### src/rtl/ec130_pkg.sv
`default_nettype none
// +--------------------------------------------------------------------+
// | ec130_pkg                                                          |
// | Shared types and constants for the EC-130 machine-timing sequencer |
// | Revision: 1.0                                                      |
// +--------------------------------------------------------------------+
package ec130_pkg;

    localparam int NUM_PHASES = 4;
    localparam int PH_W       = $clog2(NUM_PHASES);

    typedef enum logic [1:0] {
        IDLE = 2'd0,
        RUN  = 2'd1,
        STEP = 2'd2
    } tgen_state_t;

endpackage
`default_nettype wire

### src/rtl/ec130_timing_gen_phase_ctr.sv
`default_nettype none
// +--------------------------------------------------------------------+
// | tgen_phase_ctr                                                     |
// | Cycle-within-phase and phase-within-digit counter, held at 0 when  |
// | disabled; exposes next-state values so outputs can be registered.  |
// | Revision: 1.0                                                      |
// +--------------------------------------------------------------------+
module tgen_phase_ctr
    import ec130_pkg::*;
#(
    parameter  int PHASE_LEN = 8,
    localparam int CW        = $clog2(PHASE_LEN)
) (
    input  logic            clk,
    input  logic            rst_l,
    input  logic            en,
    output logic [CW-1:0]   cyc_nxt,
    output logic [PH_W-1:0] ph_nxt,
    output logic            tc
);

    localparam logic [CW-1:0]   c_cyc_last = CW'(PHASE_LEN - 1);
    localparam logic [PH_W-1:0] c_ph_last  = PH_W'(NUM_PHASES - 1);

    logic [CW-1:0]   r_cyc;
    logic [PH_W-1:0] r_ph;

    assign tc = (r_cyc == c_cyc_last) && (r_ph == c_ph_last);

    always_comb begin
        cyc_nxt = '0;
        ph_nxt  = '0;
        if (en) begin
            if (r_cyc == c_cyc_last) begin
                cyc_nxt = '0;
                ph_nxt  = tc ? '0 : r_ph + PH_W'(1);
            end else begin
                cyc_nxt = r_cyc + CW'(1);
                ph_nxt  = r_ph;
            end
        end
    end

    always_ff @(posedge clk or negedge rst_l) begin
        if (!rst_l) begin
            r_cyc <= '0;
            r_ph  <= '0;
        end else begin
            r_cyc <= cyc_nxt;
            r_ph  <= ph_nxt;
        end
    end

endmodule
`default_nettype wire

### src/rtl/ec130_timing_gen.sv
`default_nettype none
// +--------------------------------------------------------------------+
// | ec130_timing_gen                                                   |
// | Four-phase digit-time sequencer with digit counter, word boundary  |
// | flag, free-run and single-digit-step modes.                        |
// | Revision: 1.0                                                      |
// +--------------------------------------------------------------------+
module ec130_timing_gen
    import ec130_pkg::*;
#(
    parameter int PHASE_LEN = 8,
    parameter int PULSE_W   = 2,
    parameter int DIGITS    = 16,
    parameter int DW        = $clog2(DIGITS)
) (
    input  logic                  clk,
    input  logic                  rst_l,
    input  logic                  run,
    input  logic                  step_req,
    input  logic                  digit_clr,
    output logic [NUM_PHASES-1:0] phase_p,
    output logic [DW-1:0]         digit,
    output logic                  digit_end,
    output logic                  word_end,
    output logic                  step_ack,
    output logic                  busy
);

    localparam int              CW           = $clog2(PHASE_LEN);
    localparam logic [CW-1:0]   c_cyc_last   = CW'(PHASE_LEN - 1);
    localparam logic [CW-1:0]   c_pulse_w    = CW'(PULSE_W);
    localparam logic [PH_W-1:0] c_ph_last    = PH_W'(NUM_PHASES - 1);
    localparam logic [DW-1:0]   c_digit_last = DW'(DIGITS - 1);

    tgen_state_t           r_state;
    tgen_state_t           w_state_nxt;
    logic                  r_busy;
    logic [NUM_PHASES-1:0] r_phase_p;
    logic [DW-1:0]         r_digit;
    logic                  r_digit_end;
    logic                  r_word_end;
    logic                  r_step_ack;

    logic [CW-1:0]         w_cyc_nxt;
    logic [PH_W-1:0]       w_ph_nxt;
    logic                  w_tc;
    logic                  w_dend;
    logic                  w_busy_nxt;
    logic                  w_dend_nxt;
    logic [NUM_PHASES-1:0] w_phase_nxt;
    logic [DW-1:0]         w_digit_nxt;

    tgen_phase_ctr #(
        .PHASE_LEN (PHASE_LEN)
    ) u_phase_ctr (
        .clk     (clk),
        .rst_l   (rst_l),
        .en      (r_busy),
        .cyc_nxt (w_cyc_nxt),
        .ph_nxt  (w_ph_nxt),
        .tc      (w_tc)
    );

    assign w_dend = r_busy && w_tc;

    always_comb begin
        w_state_nxt = r_state;
        case (r_state)
            IDLE: begin
                if (run)
                    w_state_nxt = RUN;
                else if (step_req)
                    w_state_nxt = STEP;
            end
            RUN: begin
                if (w_dend && !run)
                    w_state_nxt = IDLE;
            end
            STEP: begin
                if (w_dend)
                    w_state_nxt = IDLE;
            end
            default: w_state_nxt = IDLE;
        endcase
    end

    always_comb begin
        w_digit_nxt = r_digit;
        if (w_dend)
            w_digit_nxt = (r_digit == c_digit_last) ? '0 : r_digit + DW'(1);
        else if ((r_state == IDLE) && digit_clr)
            w_digit_nxt = '0;
    end

    // Outputs are registered from next-cycle values so each is a clean flop.
    assign w_busy_nxt = (w_state_nxt != IDLE);
    assign w_dend_nxt = w_busy_nxt && (w_cyc_nxt == c_cyc_last) && (w_ph_nxt == c_ph_last);

    for (genvar k = 0; k < NUM_PHASES; k++) begin : g_phase
        assign w_phase_nxt[k] = w_busy_nxt && (w_ph_nxt == PH_W'(k)) && (w_cyc_nxt < c_pulse_w);
    end

    always_ff @(posedge clk or negedge rst_l) begin
        if (!rst_l) begin
            r_state     <= IDLE;
            r_busy      <= 1'b0;
            r_phase_p   <= '0;
            r_digit     <= '0;
            r_digit_end <= 1'b0;
            r_word_end  <= 1'b0;
            r_step_ack  <= 1'b0;
        end else begin
            r_state     <= w_state_nxt;
            r_busy      <= w_busy_nxt;
            r_phase_p   <= w_phase_nxt;
            r_digit     <= w_digit_nxt;
            r_digit_end <= w_dend_nxt;
            r_word_end  <= w_dend_nxt && (w_digit_nxt == c_digit_last);
            r_step_ack  <= w_dend_nxt && (w_state_nxt == STEP);
        end
    end

    assign phase_p   = r_phase_p;
    assign digit     = r_digit;
    assign digit_end = r_digit_end;
    assign word_end  = r_word_end;
    assign step_ack  = r_step_ack;
    assign busy      = r_busy;

endmodule
`default_nettype wire

### config.mk
export PLATFORM = sky130hd
export DESIGN_NAME = ec130_timing_gen
export DESIGN_NICKNAME = d
export VERILOG_FILES = /design/src/rtl/ec130_pkg.sv /design/src/rtl/ec130_timing_gen_phase_ctr.sv /design/src/rtl/ec130_timing_gen.sv
export SDC_FILE = /design/constraint.sdc
export NUM_CORES = 1
export LEC_CHECK = 0
export BUFFER_PORTS_ARGS = -buffer_cell sky130_fd_sc_hd__buf_4
export CAP_MARGIN = 5
export CORE_AREA = 2 2 47 49
export DETAILED_ROUTE_END_ITERATION = 8
export DIE_AREA = 0 0 49 51
export GPL_ROUTABILITY_DRIVEN = 0
export PLACE_DENSITY = 0.7
export SLEW_MARGIN = 10
export SYNTH_ARGS = -nofsm -noshare
export SYNTH_HDL_FRONTEND = slang
export SYNTH_SLANG_ARGS = --single-unit
### constraint.sdc
create_clock -name clk -period 1.6 [get_ports clk]
set_input_delay 0.32 -clock clk [delete_from_list [all_inputs] [get_ports clk]]
set_output_delay 0.32 -clock clk [all_outputs]
set_load 0.1 [all_outputs]
==> metrics.yaml, run 1 <==
outcome: "complete, no violations"
grt_first_pass_wirelength_mm: 2.82
num_rows: 17
cts_tree: "done"
synth_cell_types: 33
hold_violations: 0
synth_ff_type: "dfrtp_1"
synthCells: 80
hpwl_mm: 1.20
crit_family: "compound AO/OA/AOI/OAI gates"
hold_start: "run"
drtAntennaViolNets: 0
overflow: 0
hold_path_class: "in2reg"
wl_per_cell_um: 13.0
regToRegSetupSlack_ns: 0.02
layout-drive-gt1-share: 0.523
pre_cts_slack_ns: -0.0455
cts_buffers: 3
die_x_um: 49
cp_data_required_time_ns: 1.81
yosys_warnings: 0
fin_tns_setup_ns: 0
stdcell_area_um2: 1220
synth_fp_nets: 89
gr-usage-met3: 0.0263
post-route-util: 0.589
cap_viol_max_count: 0
setup_violations: 0
grt_antenna_before_repair: 0
worst_slew_pin_slew_ns: 0.367
yosys_register_bits: 19
reg2regPathDepth: 6
synth-compound-area-share: 0.133
clock_sinks: 19
cp_num_buf_inv: 0
clock_latency_ns: 0.29
use_met2: 0.256
synth_top_family_by_area: "simple AND/OR/NAND/NOR gates"
crit_type: "reg2reg"
synthAdderAreaFrac: 0.0561
grtUsageTotal: 0.149
first_iter_violations: 2
fin_crit_ns: 1.58
yosysSeqAreaShare: 0.533
drtPass1Iterations: 4
leakagePower_nw: 0.557
grt-busiest-layer: "met2"
clock_skew_ns: 0.000755
clock.fmax_mhz: 633
slowest_stage: "dfrtp_1"
fin_crit_sh: 0.988
worstPathCellList: "ha_2, ha_4, and3_4, a21oi_4, a32oi_2, a311oi_2"
h-tree-depth: 1
finalWirelength_mm: 1.76
rsz0062_at_grt: "true"
die_area_um2: 2500
timing.rr.end: "word_end"
use_met1: 0.181
vias: 689
synth_edf_count: 0
start_util: 0.432
synth_top_area_share: 0.533
io_pins: 17
yosys.area_share.simple: 0.196
cp_slowest_stage_delay_ns: 0.40
drcViolationCount: 0
cp_max_fo: 7
synth_xor_area_frac: 0.00982
worst_slack_ns: 0.0194
areaGrowthSynthToFinish_pct: 36.3
cp-end-kind: "flip-flop"
num_antenna_cells: 0
report.final.slew_viol_count: 0
cts_buffer_depth: 2
synth_area_leaders: "dfrtp_1 53%, ha_1 5.6%, and2_1 4.2%, nand3_1 2.8%, nor2_1 2.5%"
placed_area_um2: 1100
synth_largest_area_cell: "dfrtp_1"
clk_pin_slew_ns: 0.10
critPathLaunchType: "flip-flop"
avgSynthCellArea_um2: 11.2
dieHeight_um: 51
critPathLaunch: "u_phase_ctr.r_cyc[0]"
relSlewSlack: 0.755
cp.arrival_ns: 1.79
path_depth: 6
finalNetCount: 117
async_reset_ff_frac: 1.00
ir_worst_vdd_uv: 1190
root_buffer: "clkbuf_4"
grt_max_degree: 20
endpoint: "word_end"
grt_pass1_vias: 667
via_per_inst: 5.10
netlist_area_um2: 892
io_buffers: 16
core-area_um2: 2060
r2r-start: "u_phase_ctr.r_cyc[0]"
p_per_area_nw_per_um2: 2090
synth_mux_area_frac: 0.0365
[how the worst min path moves through the flow]
stage | end | slack, ns | cells after the start
6_report | r_state[0] | 0.29 | 3
5_1_grt | r_state[0] | 0.29 | 3
4_1_cts | r_state[0] | 0.29 | 3
3_5_place_dp | step_ack | 0.20 | 1
3_3_place_gp | step_ack | 0.20 | 1
2_1_floorplan | busy | 0.02 | 0
[Yosys cell counts (3+ instances only)]
master,n
a21oi_1,3
and2_1,6
dfrtp_1,19
ha_1,4
inv_1,3
nand2_1,3
nand3_1,5
nor2_1,6
nor3_1,4
o21ai_0,4
[cells in the final DEF (no fill, tap or decap), types with 2 or more instances in the layout]
cell type,synthesis,routed
buf_4,0,25
dfrtp_1,19,14
nor2_1,6,5
and2_1,6,5
dfrtp_2,0,5
o21ai_0,4,4
nand3_1,5,3
a21oi_1,3,3
nor3_2,0,3
clkbuf_4,0,3
nand2_2,0,2
inv_2,0,2
nand3_2,1,2
ha_1,4,2
[worst reg2reg max path: stages, from the launching register on]
cell	delay [ns]
dfrtp_1	0.40
ha_2	0.19
ha_4	0.17
and3_4	0.21
a21oi_4	0.19
a32oi_2	0.10
a311oi_2	0.24
[final cells by class]
type,count,area [um2]
Sequential cell,19,482
Fill cell,179,847
Timing Repair Buffer,26,198
Inverter,3,11.3
Clock buffer,3,22.5
Multi-Input combinational cell,55,463
Clock inverter,1,5.00
Tap cell,28,35.0
[what timing repair did]
item / in CTS / in global routing
endpoints found under the setup margin: 6 / 6
setup buffers: 1 / 1
resized for setup: 4 / 13
endpoints found under the hold margin: 19 / 0
hold buffers: 1 / 0
pin swaps: 0 / 4
[metrics by stage]
stage | std cells | power [W] | hold slack [ns]
2_1_floorplan | 80 | 0.00182 | 0.0244
3_5_place_dp | 128 | 0.00215 | 0.203
3_3_place_gp | 128 | 0.00214 | 0.205
5_1_grt | 135 | 0.00268 | 0.288
6_report | 135 | 0.00254 | 0.292
4_1_cts | 134 | 0.00241 | 0.286
[flip-flops by register name, indices dropped and copies added, names as in the netlist]
name / count
digit: 4
phase_p: 4
u_phase_ctr.r_cyc: 3
r_state: 2
u_phase_ctr.r_ph: 2
busy: 1
digit_end: 1
step_ack: 1
word_end: 1
[per-layer routing]
layer / vias up / share of wire
li1: 340 / -
met1: 333 / 0.44
met4: 0 / 0.0068
met3: 2 / 0.035
met5: - / 0
met2: 14 / 0.52
[where the power goes]
group / leakage [nW] / switching [W] / internal [W] / total [W]
registers: 0.235 / 0.000141 / 0.000642 / 0.000782
clock network: 0.0177 / 0.000140 / 0.0000929 / 0.000233
logic: 0.304 / 0.00102 / 0.000500 / 0.00152
[kinds of logic (layout without fill, tap and decap cells)]
group | after synthesis | in the layout
multiplexers | 3 | 3
AO/OA/AOI/OAI | 16 | 16
adder cells (fa/ha/maj) | 4 | 4
flip-flops | 19 | 19
XOR/XNOR | 1 | 1
AND/OR/NAND/NOR | 31 | 31
buffers and inverters | 6 | 33
Power figures use the tool's default switching activity.
==> run 2, diff against run 1 <==
- ABC_CLOCK_PERIOD_IN_PS: default -> 1300
- clock period: 1.6 -> 1.3 ns (I/O delays scaled with it)
==> run 2 against run 1 <==
Worst setup slack got worse by 0.29 ns. Largest cell class unchanged. Via count increased by 5.4%. Sequential power increased by 22%. Cell count increased by 6.7%. The run now ends with setup timing left. Critical endpoint unchanged. Design area increased by 12%.
==> metrics.yaml, run 2 (synthesis results as in run 1) <==
report.final.slew_viol_count: 0  # unchanged
most-common-layout-cells: "26 x buf_4, 14 x dfrtp_1, 6 x nor2_1, 5 x and2_1, 5 x buf_6"  # was 25 x buf_4, 14 x dfrtp_1, 5 x nor2_1, 5 x and2_1, 5 x dfrtp_2
drcViolationCount: 0  # unchanged
cp-end-kind: "flip-flop"  # unchanged
io_buffers: 16  # unchanged
reg2regPathDepth: 6  # unchanged
placed_area_um2: 1190  # was 1100 um2
cts_tree: "done"  # unchanged
fill_cells: 165  # was 179
first_iter_violations: 5  # was 2
start_util: 0.432  # unchanged
clock_sinks: 19  # unchanged
die_x_um: 49  # unchanged
crit_type: "reg2reg"  # unchanged
fin_crit_ns: 1.57  # was 1.58 ns
die_area_um2: 2500  # unchanged
relSlewSlack: 0.667  # was 0.755
hold_depth: 3  # unchanged
critPathLaunchType: "flip-flop"  # unchanged
cts_buffers: 3  # unchanged
h-tree-depth: 1  # unchanged
clock.fmax_mhz: 638  # was 633 MHz
worst_slew_pin_slew_ns: 0.499  # was 0.367 ns
regToRegSetupSlack_ns: -0.27  # was 0.02 ns
root_buffer: "clkbuf_4"  # unchanged
clock_skew_ns: 0.00917  # was 0.000755 ns
areaGrowthSynthToFinish_pct: 52.2  # was 36.3%
wl_per_cell_um: 13.3  # was 13.0 um
clock_latency_ns: 0.29  # about the same
setup_violations: 18  # was 0
outcome: "finished with violations"  # was complete, no violations
p_per_area_nw_per_um2: 2470  # was 2090 nW/um2
total_power_w: 0.00335  # was 0.00254 W
io_pins: 17  # unchanged
finalWirelength_mm: 1.91  # was 1.76 mm
finalNetCount: 126  # was 117
rsz0062_at_grt: "true"  # unchanged
pre_cts_slack_ns: -0.225  # was -0.0455 ns
cts_buffer_depth: 2  # unchanged
core-area_um2: 2060  # unchanged
layout_commonest_cell: "buf_4"  # unchanged
grt_first_pass_wirelength_mm: 3.00  # was 2.82 mm
timing.rr.end: "word_end"  # unchanged
hold_start: "run"  # unchanged
cp_data_required_time_ns: 1.51  # was 1.81 ns
leakagePower_nw: 0.613  # was 0.557 nW
cp_max_fo: 3  # was 7
violations: "setup timing"
stdcell_area_um2: 1360  # was 1220 um2
hpwl_mm: 1.30  # was 1.20 mm
grtUsageTotal: 0.160  # was 0.149
clk_pin_slew_ns: 0.11  # was 0.10 ns
layout-drive-gt1-share: 0.560  # was 0.523
overflow: 0  # unchanged
num_antenna_cells: 0  # unchanged
hold_path_class: "in2reg"  # unchanged
num_rows: 17  # unchanged
worst_slack_ns: -0.268  # was 0.0194 ns
cap_viol_max_count: 0  # unchanged
via_per_inst: 5.04  # was 5.10
grt_pass1_vias: 664  # was 667
ir_worst_vdd_uv: 1850  # was 1190 uV
r2r-start: "u_phase_ctr.r_cyc[0]"  # unchanged
dieHeight_um: 51  # unchanged
grt_antenna_before_repair: 0  # unchanged
hold_violations: 0  # unchanged
grt_max_degree: 20  # unchanged
fin_crit_sh: 1.21  # was 0.988
fin_tns_setup_ns: -2.38  # was 0 ns
cp.arrival_ns: 1.77  # was 1.79 ns
drtAntennaViolNets: 0  # unchanged
vias: 726  # was 689
drtPass1Iterations: 4  # unchanged
holdPathEnd: "r_state[0]"  # unchanged
## run 2: cell types whose count changed in the layout (fill, tap and decap cells not counted), sizes merged
cell	delta
buf	+9
clkbuf	+1
clkinv	-1
## run 2: final cells by class
type | count | area [um2] | area share
clock buffers | 4 | 26.3 | 0.0194
multi-input cells | 55 | 479 | 0.353
flip-flops and latches | 19 | 489 | 0.360
well taps | 28 | 35.0 | 0.0258
inverters | 3 | 11.3 | 0.00829
repair buffers | 35 | 317 | 0.233
## run 2: how the worst max path moves through the flow
stage                                    start        to  depth (start not counted)
after floorplan           u_phase_ctr.r_cyc[0]  word_end                          7
after global placement    u_phase_ctr.r_cyc[1]  word_end                          6
after detailed placement  u_phase_ctr.r_cyc[0]  word_end                          6
after CTS                 u_phase_ctr.r_cyc[0]  word_end                          6
after global routing      u_phase_ctr.r_cyc[0]  word_end                          6
final                     u_phase_ctr.r_cyc[0]  word_end                          6
## run 2: report_power, final
group / internal [W] / switching [W] / total (W) / leakage, nW
combinational: 0.000816 / 0.00130 / 0.00211 / 0.362
sequential: 0.000795 / 0.000159 / 0.000954 / 0.235
clock: 0.000119 / 0.000166 / 0.000285 / 0.0150
total: 0.00173 / 0.00162 / 0.00335 / 0.613
## run 2: worst max-delay path, cell delays in order (launching register included)
cell and delay (ns):
dfrtp_1 0.40, ha_2 0.19, ha_4 0.26, and4_1 0.19, and2_4 0.16, nand3_4 0.08
a311oi_2 0.20
## run 2: through the flow
step                      std cells  utilization  hold slack, ns
final                           144        0.658           0.218
after global routing            144        0.658           0.213
after CTS                       144        0.642           0.220
after detailed placement        138        0.576           0.146
after global placement          138        0.576           0.142
after floorplan                  80            -         -0.0356
## run 2: repair_timing
action,4_1_cts,5_1_grt
resized for setup,27,6
buffers inserted,1,0
hold endpoints to repair,19,0
endpoints found under the setup margin,19,19
hold buffers,1,0
pin swaps,0,0
gates cloned,0,0
## run 2: routing by layer
layer | vias up | routed length, um | global-route usage
li1 | 363 | - | -
met3 | 4 | 63 | 0.0205
met5 | - | 0 | 0
met4 | 0 | 33 | 0.0857
met2 | 14 | 991 | 0.267
met1 | 345 | 826 | 0.203
==> run 3, diff against run 2 <==
- MAX_ROUTING_LAYER: default -> met4
==> run 3 against run 2 <==
The flow still finishes with violations (setup timing). Critical path type unchanged. Register-to-register slack about the same. First-iteration DRC count rose by 20%. Clock skew rose by 0.0027 ns. Sequential share of layout area is the same. Critical endpoint unchanged. Die area unchanged. Clock power up 1%. Design area unchanged.
==> metrics.yaml, run 3 (synthesis results as in run 1) <==
cp_slowest_stage_delay_ns: 0.40  # about the same
rsz0062_at_grt: "true"  # unchanged
violations: "setup timing"  # unchanged
grt_pass1_vias: 666  # was 664
fin_crit_sh: 1.21  # about the same
num_antenna_cells: 0  # unchanged
clk_pin_slew_ns: 0.11  # about the same
p_per_area_nw_per_um2: 2480  # was 2470 nW/um2
total_power_w: 0.00336  # was 0.00335 W
outcome: "finished with violations"  # unchanged
via_per_inst: 5.11  # was 5.04
grt_antenna_before_repair: 0  # unchanged
core-area_um2: 2060  # unchanged
worst_slew_pin_slew_ns: 0.499  # about the same
grt_first_pass_wirelength_mm: 3.01  # was 3.00 mm
most-common-layout-cells: "26 x buf_4, 14 x dfrtp_1, 6 x nor2_1, 5 x and2_1, 5 x buf_6"  # unchanged
wl_met2_um: 994  # was 991 um
setup_violations: 18  # unchanged
relSlewSlack: 0.667  # about the same
hold_violations: 0  # unchanged
h-tree-depth: 1  # unchanged
report.final.slew_viol_count: 0  # unchanged
grtUsageTotal: 0.164  # was 0.160
clock_skew_ns: 0.0118  # was 0.00917 ns
io_buffers: 16  # unchanged
crit_family: "adder cells"  # unchanged
areaGrowthSynthToFinish_pct: 52.2  # unchanged
clock_latency_ns: 0.29  # about the same
worst_slack_ns: -0.268  # about the same
grt_max_degree: 20  # unchanged
die_area_um2: 2500  # unchanged
cp_max_fo: 3  # unchanged
leakagePower_nw: 0.613  # unchanged
ir_worst_vdd_uv: 1850  # about the same
cp-end-kind: "flip-flop"  # unchanged
worstPathCellList: "ha_2, ha_4, and4_1, and2_4, nand3_4, a311oi_2"  # unchanged
cp_num_buf_inv: 0  # unchanged
layout-drive-gt1-share: 0.560  # unchanged
drtAntennaViolNets: 0  # unchanged
hpwl_mm: 1.30  # unchanged
met3_length_um: 64  # was 63 um
io_pins: 17  # unchanged
first_iter_violations: 6  # was 5
vias: 736  # was 726
root_buffer: "clkbuf_4"  # unchanged
cts_buffer_depth: 2  # unchanged
finalWirelength_mm: 1.95  # was 1.91 mm
cts_buffers: 3  # unchanged
placed_area_um2: 1190  # unchanged
fin_crit_ns: 1.57  # about the same
start_util: 0.432  # unchanged
cts_tree: "done"  # unchanged
drtPass1Iterations: 4  # unchanged
cp.arrival_ns: 1.78  # was 1.77 ns
cp_data_required_time_ns: 1.51  # about the same
slowest_stage: "dfrtp_1"  # unchanged
dieHeight_um: 51  # unchanged
stdcell_area_um2: 1360  # unchanged
hold_path_class: "in2reg"  # unchanged
num_rows: 17  # unchanged
critPathLaunchType: "flip-flop"  # unchanged
routedLengthMet1_um: 855  # was 826 um
clock_sinks: 19  # unchanged
layout_commonest_cell: "buf_4"  # unchanged
overflow: 0  # unchanged
finalNetCount: 126  # unchanged
crit_type: "reg2reg"  # unchanged
die_x_um: 49  # unchanged
clock.fmax_mhz: 638  # about the same
wl_per_cell_um: 13.5  # was 13.3 um
drcViolationCount: 0  # unchanged
cap_viol_max_count: 0  # unchanged
routed.top_layer: "met4"  # unchanged
run 3: worst paths after layout:
| kind | slack [ns] | from | depth (start not counted) | end |
|---|---|---|---|---|
| worst max-delay path | -0.27 | u_phase_ctr.r_cyc[0] | 6 | word_end |
| worst min-delay path | 0.21 | run | 3 | r_state[0] |
| worst max register to register | -0.27 | u_phase_ctr.r_cyc[0] | 6 | word_end |
| worst min register to register | 0.55 | u_phase_ctr.r_cyc[0] | 2 | u_phase_ctr.r_cyc[0] |
| max in group asynchronous | 0.71 | rst_l | 2 | digit[3] |
| min in group asynchronous | 0.36 | rst_l | 2 | digit[0] |
run 3: power by group:
group / internal, W / switching, W / leakage (nW) / total (W)
logic: 0.000816 / 0.00130 / 0.362 / 0.00212
clock network: 0.000119 / 0.000170 / 0.0150 / 0.000289
registers: 0.000795 / 0.000160 / 0.235 / 0.000955
total: 0.00173 / 0.00163 / 0.613 / 0.00336
run 3: final cells by class:
cell class              count  area [um2]
well taps                  28        35.0
repair buffers             35         317
clock buffers               4        26.3
fillers                   165         706
inverters                   3        11.3
multi-input cells          55         479
flip-flops and latches     19         489
run 3: repair_timing:
action,4_1_cts,5_1_grt
gates resized for setup,27,6
hold buffers,1,0
hold endpoints to repair,19,0
setup endpoints to repair,19,19
setup buffers,1,0
run 3: worst register-to-register path: stages (launching register included):
cell	delay, ns
dfrtp_1	0.40
ha_2	0.19
ha_4	0.26
and4_1	0.19
and2_4	0.16
nand3_4	0.08
a311oi_2	0.20
run 3: metrics by stage:
stage,util,cells,setup WS (ns),hold WS [ns],TNS (ns)
after floorplan,-,80,-0.242,-0.0356,-1.16
after CTS,0.642,144,-0.229,0.220,-2.15
after detailed placement,0.576,138,-0.225,0.146,-2.13
final,0.658,144,-0.268,0.212,-2.46
after global placement,0.576,138,-0.205,0.142,-1.78
after global routing,0.658,144,-0.315,0.213,-3.46
run 3: metal layers:
layer,track usage,up-vias
met5,-,-
met2,0.267,14
met1,0.203,355
li1,-,363
met3,0.0205,4
met4,0.0857,0
